===== config.mk =====
export PLATFORM = sky130hd
export DESIGN_NAME = lot_display_ctrl
export DESIGN_NICKNAME = d
export VERILOG_FILES = /design/src/rtl/lot_display_pkg.sv /design/src/rtl/lot_display_seg7_digit.sv /design/src/rtl/lot_display_ctrl.sv
export SDC_FILE = /design/constraint.sdc
export NUM_CORES = 1
export LEC_CHECK = 0
export ABC_AREA = 1
export BUFFER_PORTS_ARGS = -buffer_cell sky130_fd_sc_hd__buf_2
export CAP_MARGIN = 20
export CORE_ASPECT_RATIO = 1.5
export CORE_UTILIZATION = 48
export DETAILED_ROUTE_END_ITERATION = 10
export PLACE_DENSITY = 0.77
export SYNTH_ARGS = -nofsm -noshare
export SYNTH_HDL_FRONTEND = slang
export SYNTH_HIERARCHICAL = 1
export SYNTH_SLANG_ARGS = --single-unit

===== constraint.sdc =====
create_clock -name clk -period 1.5 [get_ports clk]
set_input_delay 0.3 -clock clk [delete_from_list [all_inputs] [get_ports clk]]
set_output_delay 0.3 -clock clk [all_outputs]
set_load 0.02 [all_outputs]

===== src/rtl/lot_display_pkg.sv =====
// Shared types and active-low 7-segment glyphs for the parking-lot display.
// Segment bit order is {g,f,e,d,c,b,a}; a 0 lights the segment.
package lot_display_pkg;

  typedef logic [6:0] seg7_t;

  localparam seg7_t SEG_BLANK = 7'b1111111;
  localparam seg7_t SEG_D0    = 7'b1000000;
  localparam seg7_t SEG_D1    = 7'b1111001;
  localparam seg7_t SEG_D2    = 7'b0100100;
  localparam seg7_t SEG_D3    = 7'b0110000;
  localparam seg7_t SEG_D4    = 7'b0011001;
  localparam seg7_t SEG_D5    = 7'b0010010;
  localparam seg7_t SEG_D6    = 7'b0000010;
  localparam seg7_t SEG_D7    = 7'b1111000;
  localparam seg7_t SEG_D8    = 7'b0000000;
  localparam seg7_t SEG_D9    = 7'b0010000;
  localparam seg7_t SEG_C     = 7'b1000110;
  localparam seg7_t SEG_L     = 7'b1000111;
  localparam seg7_t SEG_E     = 7'b0000110;
  localparam seg7_t SEG_A     = 7'b0001000;
  localparam seg7_t SEG_R     = 7'b0101111;
  localparam seg7_t SEG_F     = 7'b0001110;
  localparam seg7_t SEG_U     = 7'b1000001;

endpackage


===== src/rtl/lot_display_seg7_digit.sv =====
// Combinational BCD digit to active-low 7-segment glyph, with forced blank.
// Codes 10..15 are not BCD and render as blank.
module seg7_digit
  import lot_display_pkg::*;
(
  input  logic [3:0] i_bcd,
  input  logic       i_blank,
  output seg7_t      o_seg
);

  always_comb begin
    o_seg = SEG_BLANK;
    if (!i_blank) begin
      case (i_bcd)
        4'd0:    o_seg = SEG_D0;
        4'd1:    o_seg = SEG_D1;
        4'd2:    o_seg = SEG_D2;
        4'd3:    o_seg = SEG_D3;
        4'd4:    o_seg = SEG_D4;
        4'd5:    o_seg = SEG_D5;
        4'd6:    o_seg = SEG_D6;
        4'd7:    o_seg = SEG_D7;
        4'd8:    o_seg = SEG_D8;
        4'd9:    o_seg = SEG_D9;
        default: o_seg = SEG_BLANK;
      endcase
    end
  end

endmodule


===== src/rtl/lot_display_ctrl.sv =====
// Parking-lot occupancy counter kept in BCD, with CLEAR / FULL 7-segment display.
// Define LOT_FULL_BLINK_EN to make the FULL word blink every BLINK_DIV cycles.
module lot_display_ctrl
  import lot_display_pkg::*;
#(
  parameter int MAX_CARS  = 25,
  parameter int BLINK_DIV = 25_000_000
) (
  input  logic       clk,
  input  logic       reset_n,
  input  logic       car_enter,
  input  logic       car_exit,
  output logic [3:0] ones,
  output logic [3:0] tens,
  output logic       full,
  output logic       empty,
  output logic       reject,
  output seg7_t      hexArray [5:0]
);

  // Capacity split into BCD digits once, at elaboration.
  localparam logic [3:0] MAX_ONES = 4'(MAX_CARS % 10);
  localparam logic [3:0] MAX_TENS = 4'(MAX_CARS / 10);

  if (MAX_CARS < 1 || MAX_CARS > 99 || BLINK_DIV < 2) begin : g_param_check
    $error("lot_display_ctrl: MAX_CARS must be 1..99 and BLINK_DIV >= 2");
  end

  logic       r_enter_q, r_exit_q;
  logic [3:0] r_ones, r_tens;
  logic       r_full, r_empty, r_reject;
  seg7_t      r_hex [5:0];

  logic       w_arr, w_dep, w_inc, w_dec, w_rej_next;
  logic [3:0] w_ones_next, w_tens_next;
  logic       w_full_next, w_empty_next, w_word_blank;
  seg7_t      w_tens_seg, w_ones_seg;
  seg7_t      w_hex_next [5:0];

  // Samples reset high so a sensor held through reset release is not an event.
  always_ff @(posedge clk or negedge reset_n) begin
    if (!reset_n) begin
      r_enter_q <= 1'b1;
      r_exit_q  <= 1'b1;
    end else begin
      r_enter_q <= car_enter;
      r_exit_q  <= car_exit;
    end
  end

  assign w_arr      = car_enter & ~r_enter_q;
  assign w_dep      = car_exit & ~r_exit_q;
  assign w_inc      = w_arr & ~w_dep & ~r_full;
  assign w_dec      = w_dep & ~w_arr & ~r_empty;
  assign w_rej_next = (w_arr & ~w_dep & r_full) | (w_dep & ~w_arr & r_empty);

  always_comb begin
    w_ones_next = r_ones;
    w_tens_next = r_tens;
    if (w_inc) begin
      if (r_ones == 4'd9) begin
        w_ones_next = 4'd0;
        w_tens_next = r_tens + 4'd1;
      end else begin
        w_ones_next = r_ones + 4'd1;
      end
    end else if (w_dec) begin
      if (r_ones == 4'd0) begin
        w_ones_next = 4'd9;
        w_tens_next = r_tens - 4'd1;
      end else begin
        w_ones_next = r_ones - 4'd1;
      end
    end
  end

  assign w_full_next  = (w_ones_next == MAX_ONES) && (w_tens_next == MAX_TENS);
  assign w_empty_next = (w_ones_next == 4'd0) && (w_tens_next == 4'd0);

  always_ff @(posedge clk or negedge reset_n) begin
    if (!reset_n) begin
      r_ones   <= 4'd0;
      r_tens   <= 4'd0;
      r_full   <= 1'b0;
      r_empty  <= 1'b1;
      r_reject <= 1'b0;
    end else begin
      r_ones   <= w_ones_next;
      r_tens   <= w_tens_next;
      r_full   <= w_full_next;
      r_empty  <= w_empty_next;
      r_reject <= w_rej_next;
    end
  end

`ifdef LOT_FULL_BLINK_EN
  localparam int CNT_W = $clog2(BLINK_DIV);

  logic [CNT_W-1:0] r_blink_cnt;
  logic             r_blink_phase;

  // Held at zero/visible while not full, so each full episode starts visible.
  always_ff @(posedge clk or negedge reset_n) begin
    if (!reset_n) begin
      r_blink_cnt   <= '0;
      r_blink_phase <= 1'b0;
    end else if (!r_full) begin
      r_blink_cnt   <= '0;
      r_blink_phase <= 1'b0;
    end else if (r_blink_cnt == CNT_W'(BLINK_DIV - 1)) begin
      r_blink_cnt   <= '0;
      r_blink_phase <= ~r_blink_phase;
    end else begin
      r_blink_cnt   <= r_blink_cnt + 1'b1;
    end
  end

  assign w_word_blank = r_blink_phase;
`else
  assign w_word_blank = 1'b0;
`endif

  seg7_digit u_tens_digit (
    .i_bcd   (r_tens),
    .i_blank (r_tens == 4'd0),
    .o_seg   (w_tens_seg)
  );

  seg7_digit u_ones_digit (
    .i_bcd   (r_ones),
    .i_blank (1'b0),
    .o_seg   (w_ones_seg)
  );

  always_comb begin
    w_hex_next[5] = SEG_BLANK;
    w_hex_next[4] = SEG_BLANK;
    w_hex_next[3] = SEG_BLANK;
    w_hex_next[2] = SEG_BLANK;
    w_hex_next[1] = w_tens_seg;
    w_hex_next[0] = w_ones_seg;
    if (r_empty) begin
      w_hex_next[5] = SEG_C;
      w_hex_next[4] = SEG_L;
      w_hex_next[3] = SEG_E;
      w_hex_next[2] = SEG_A;
      w_hex_next[1] = SEG_R;
      w_hex_next[0] = SEG_D0;
    end else if (r_full && !w_word_blank) begin
      w_hex_next[5] = SEG_F;
      w_hex_next[4] = SEG_U;
      w_hex_next[3] = SEG_L;
      w_hex_next[2] = SEG_L;
    end
  end

  always_ff @(posedge clk or negedge reset_n) begin
    if (!reset_n) begin
      r_hex[5] <= SEG_C;
      r_hex[4] <= SEG_L;
      r_hex[3] <= SEG_E;
      r_hex[2] <= SEG_A;
      r_hex[1] <= SEG_R;
      r_hex[0] <= SEG_D0;
    end else begin
      r_hex <= w_hex_next;
    end
  end

  assign ones     = r_ones;
  assign tens     = r_tens;
  assign full     = r_full;
  assign empty    = r_empty;
  assign reject   = r_reject;
  assign hexArray = r_hex;

endmodule


==> impl_results.md <==
* Status: finished, violations left
* Violations in the final reports: negative setup slack
* Drc violations at 0
* Pleak at 1.48 nW
* PwrDens at 2350 nW/µm²
* Io pins at 57
* Routed wire length at 4530 µm
* Initial core utilization at 50.1%
* Vias at 1,962
* Crit path capture type: register
* Placed cells at 393
* Setup slack after layout at -0.0319 ns
* Synthesis-to-layout area growth at 29.6%
* Post-Syn Area at 2110 µm²
* H-tree Lvls at 2
* FP Rows at 29
* Initial antenna violation count at 0
* Reg clk slew, reported paths at 0.06 ns
* Worst-Skew Late Latency at 0.28 ns
* Pin count of the biggest net entering global routing at 18
* Global route overflow at 0
* Final setup viols at 2
* Startpoint types: register
* # port buffers at 50
* Post-Layout Inst Area at 2730 µm²
* VDD IR max at 0.00154 V
* Mapped Cells at 292
* Met1 usage at 22.1%
* Routed Antenna Nets at 0
* Die outline width at 56.1 µm
* Global-route wire length before repair at 7470 µm
* Final Core Density at 64.9%
* Final period util at 102%
* Fin nets at 377
* Antenna Cells at 0
* Met2 usage at 37.1%
* Busiest grt layer: met2
* CORE AREA at 4210 µm²
* Met3 usage at 4.05%
* Synthesized area per cell at 7.22 µm²
* Post-synthesis register bit count at 30
* Worst Hold Class: input pin to register
* Hold Crit Depth at 1
* Iter 0 DRT Violations at 47
* Number of global-route vias before repair at 1,781
* Max-slew violation count at 0
* Clock Skew at 0.00587 ns
* Placer Congestion at 0.900
* Max-cap violations at 0
* RSZ-0062 raised after global routing: true
* CTS max path bufs at 2
* Pre-CTS setup slack at -0.100 ns
* CP arrival at 1.75 ns
* Layout cells sized above 1 at 45.9%
* Final cell count without fillers at 408
* CP required at 1.72 ns
* FF-to-FF path depth at 12
* All-Layer GR Usage at 20.3%
* Hold slack at 0.146 ns
* CTS buffer count at 5
* TritonCTS clock tree: built
* WS Path Type: register to register
* Area after DPL at 2450 µm²
* Post-DP HPWL at 3280 µm
* Vias per cell at 4.81
* Post-route minimum period at 1.53 ns
* Critical path fanouts, max at 4
* Sequential share of the synthesized area at 36.2%
* Vert. Die Dim at 83.2 µm
* Ys Warns at 6
* Post-Route Setup TNS at -0.0563 ns
* Wire per inst at 11.1 µm
* Drt pass-1 iters at 4
* Die Area at 4670 µm²
* Root buf cell: clkbuf_8
* Design Power at 6.41 mW
* Sink Count at 30
* Post-synthesis cell type count at 27
* Final Hold Fails at 0
* Fmax at 653 MHz
worst max-delay path: stages, from the launching register on:
cell,delay (ns)
dfrtp_2,0.43
inv_2,0.09
ha_4,0.13
inv_1,0.03
nand2_1,0.05
nand2_1,0.07
nand2_1,0.07
nand2_1,0.05
nand2_1,0.08
nand2_2,0.06
a21oi_2,0.18
nand3_2,0.10
nor2_1,0.12
power by group:
group / internal (mW) / switching [mW] / leakage (nW)
Clock: 0.320 / 0.295 / 0.0450
Sequential: 1.24 / 0.255 / 0.329
Combinational: 1.74 / 2.56 / 1.11
registers in the layout, summed over array words and instances (netlist names):
| signal | count |
|---|---|
| empty | 1 |
| full | 1 |
| hexArray | 17 |
| ones | 4 |
| r_enter_q | 1 |
| r_exit_q | 1 |
| reject | 1 |
| tens | 4 |
layout by cell type (no fill, tap or decap), drive strengths merged:
cell	netlist	layout
a21oi	5	5
buf	27	84
clkbuf	2	6
clkinv	1	3
conb	2	8
dfrtp	20	20
dfstp	10	10
dlygate4sd3	0	1
ha	12	12
inv	44	44
nand2	88	88
nand3	28	28
nand4	4	4
nor2	34	34
o21ai	3	3
o31ai	3	3
or2	7	7
xnor2	1	1
xor2	1	1
cell usage after synthesis:
cell       n  share of area, %
nor2_1    25               4.5
xnor2_1    1              0.42
nand2_1   87                15
nand3_1   25               5.9
nand4_1    4               1.2
clkinv_2   1              0.24
xor2_1     1              0.42
inv_1     39               6.9
or2_1      1              0.30
nor2_4     4               2.1
ha_1      12               7.1
clkbuf_2   1              0.24
nand2_2    1              0.30
buf_4     25               8.9
inv_2      5              0.89
clkbuf_1   1              0.18
o21ai_2    1              0.42
conb_1     2              0.36
o21ai_0    2              0.47
o31ai_1    3               1.1
buf_2      2              0.47
nand3_2    3               1.4
dfstp_2   10                12
or2_2      6               1.8
a21oi_1    5               1.2
nor2_2     5               1.5
dfrtp_1   20                24
final cells by class:
class	count	area [µm²]
Fill cell	353	1480
Timing Repair Buffer	85	537
Tap cell	46	57.6
Inverter	45	174
Sequential cell	30	772
Clock buffer	6	72.6
Clock inverter	2	10.0
Multi-Input combinational cell	194	1110
metal layers:
metal | vias to the layer above | part of all wire (%)
li1 | 987 | -
met1 | 890 | 39
met2 | 76 | 54
met3 | 9 | 5.5
met4 | 0 | 1.9
met5 | - | 0
final timing paths:
check | end | from | slack (ns)
max in group asynchronous | r_enter_q | reset_n | 0.51
hold reg to reg | hexArray[17] | full | 0.44
setup / recovery | empty | tens[1] | -0.03
hold / removal | r_enter_q | car_enter | 0.15
min in group asynchronous | tens[3] | reset_n | 0.44
setup reg to reg | empty | tens[1] | -0.03
cell families after synthesis:
logic type	Yosys count	synth area share (%)
xor+xnor	2	0.831
fa+ha+maj	12	7.12
other cells	2	0.356
simple gates	161	34.5
buf+inv	74	17.9
compound gates	11	3.15
flops	30	36.2
repair_timing:
item | 4_1_cts | 5_1_grt
pin swaps | 14 | 12
setup endpoints to repair | 3 | 8
cloned | 0 | 0
buffers inserted | 4 | 2
endpoints found under the hold margin | 9 | 0
hold buffers | 1 | 0
gates resized for setup | 21 | 26
(Power assumes the default switching activity.)
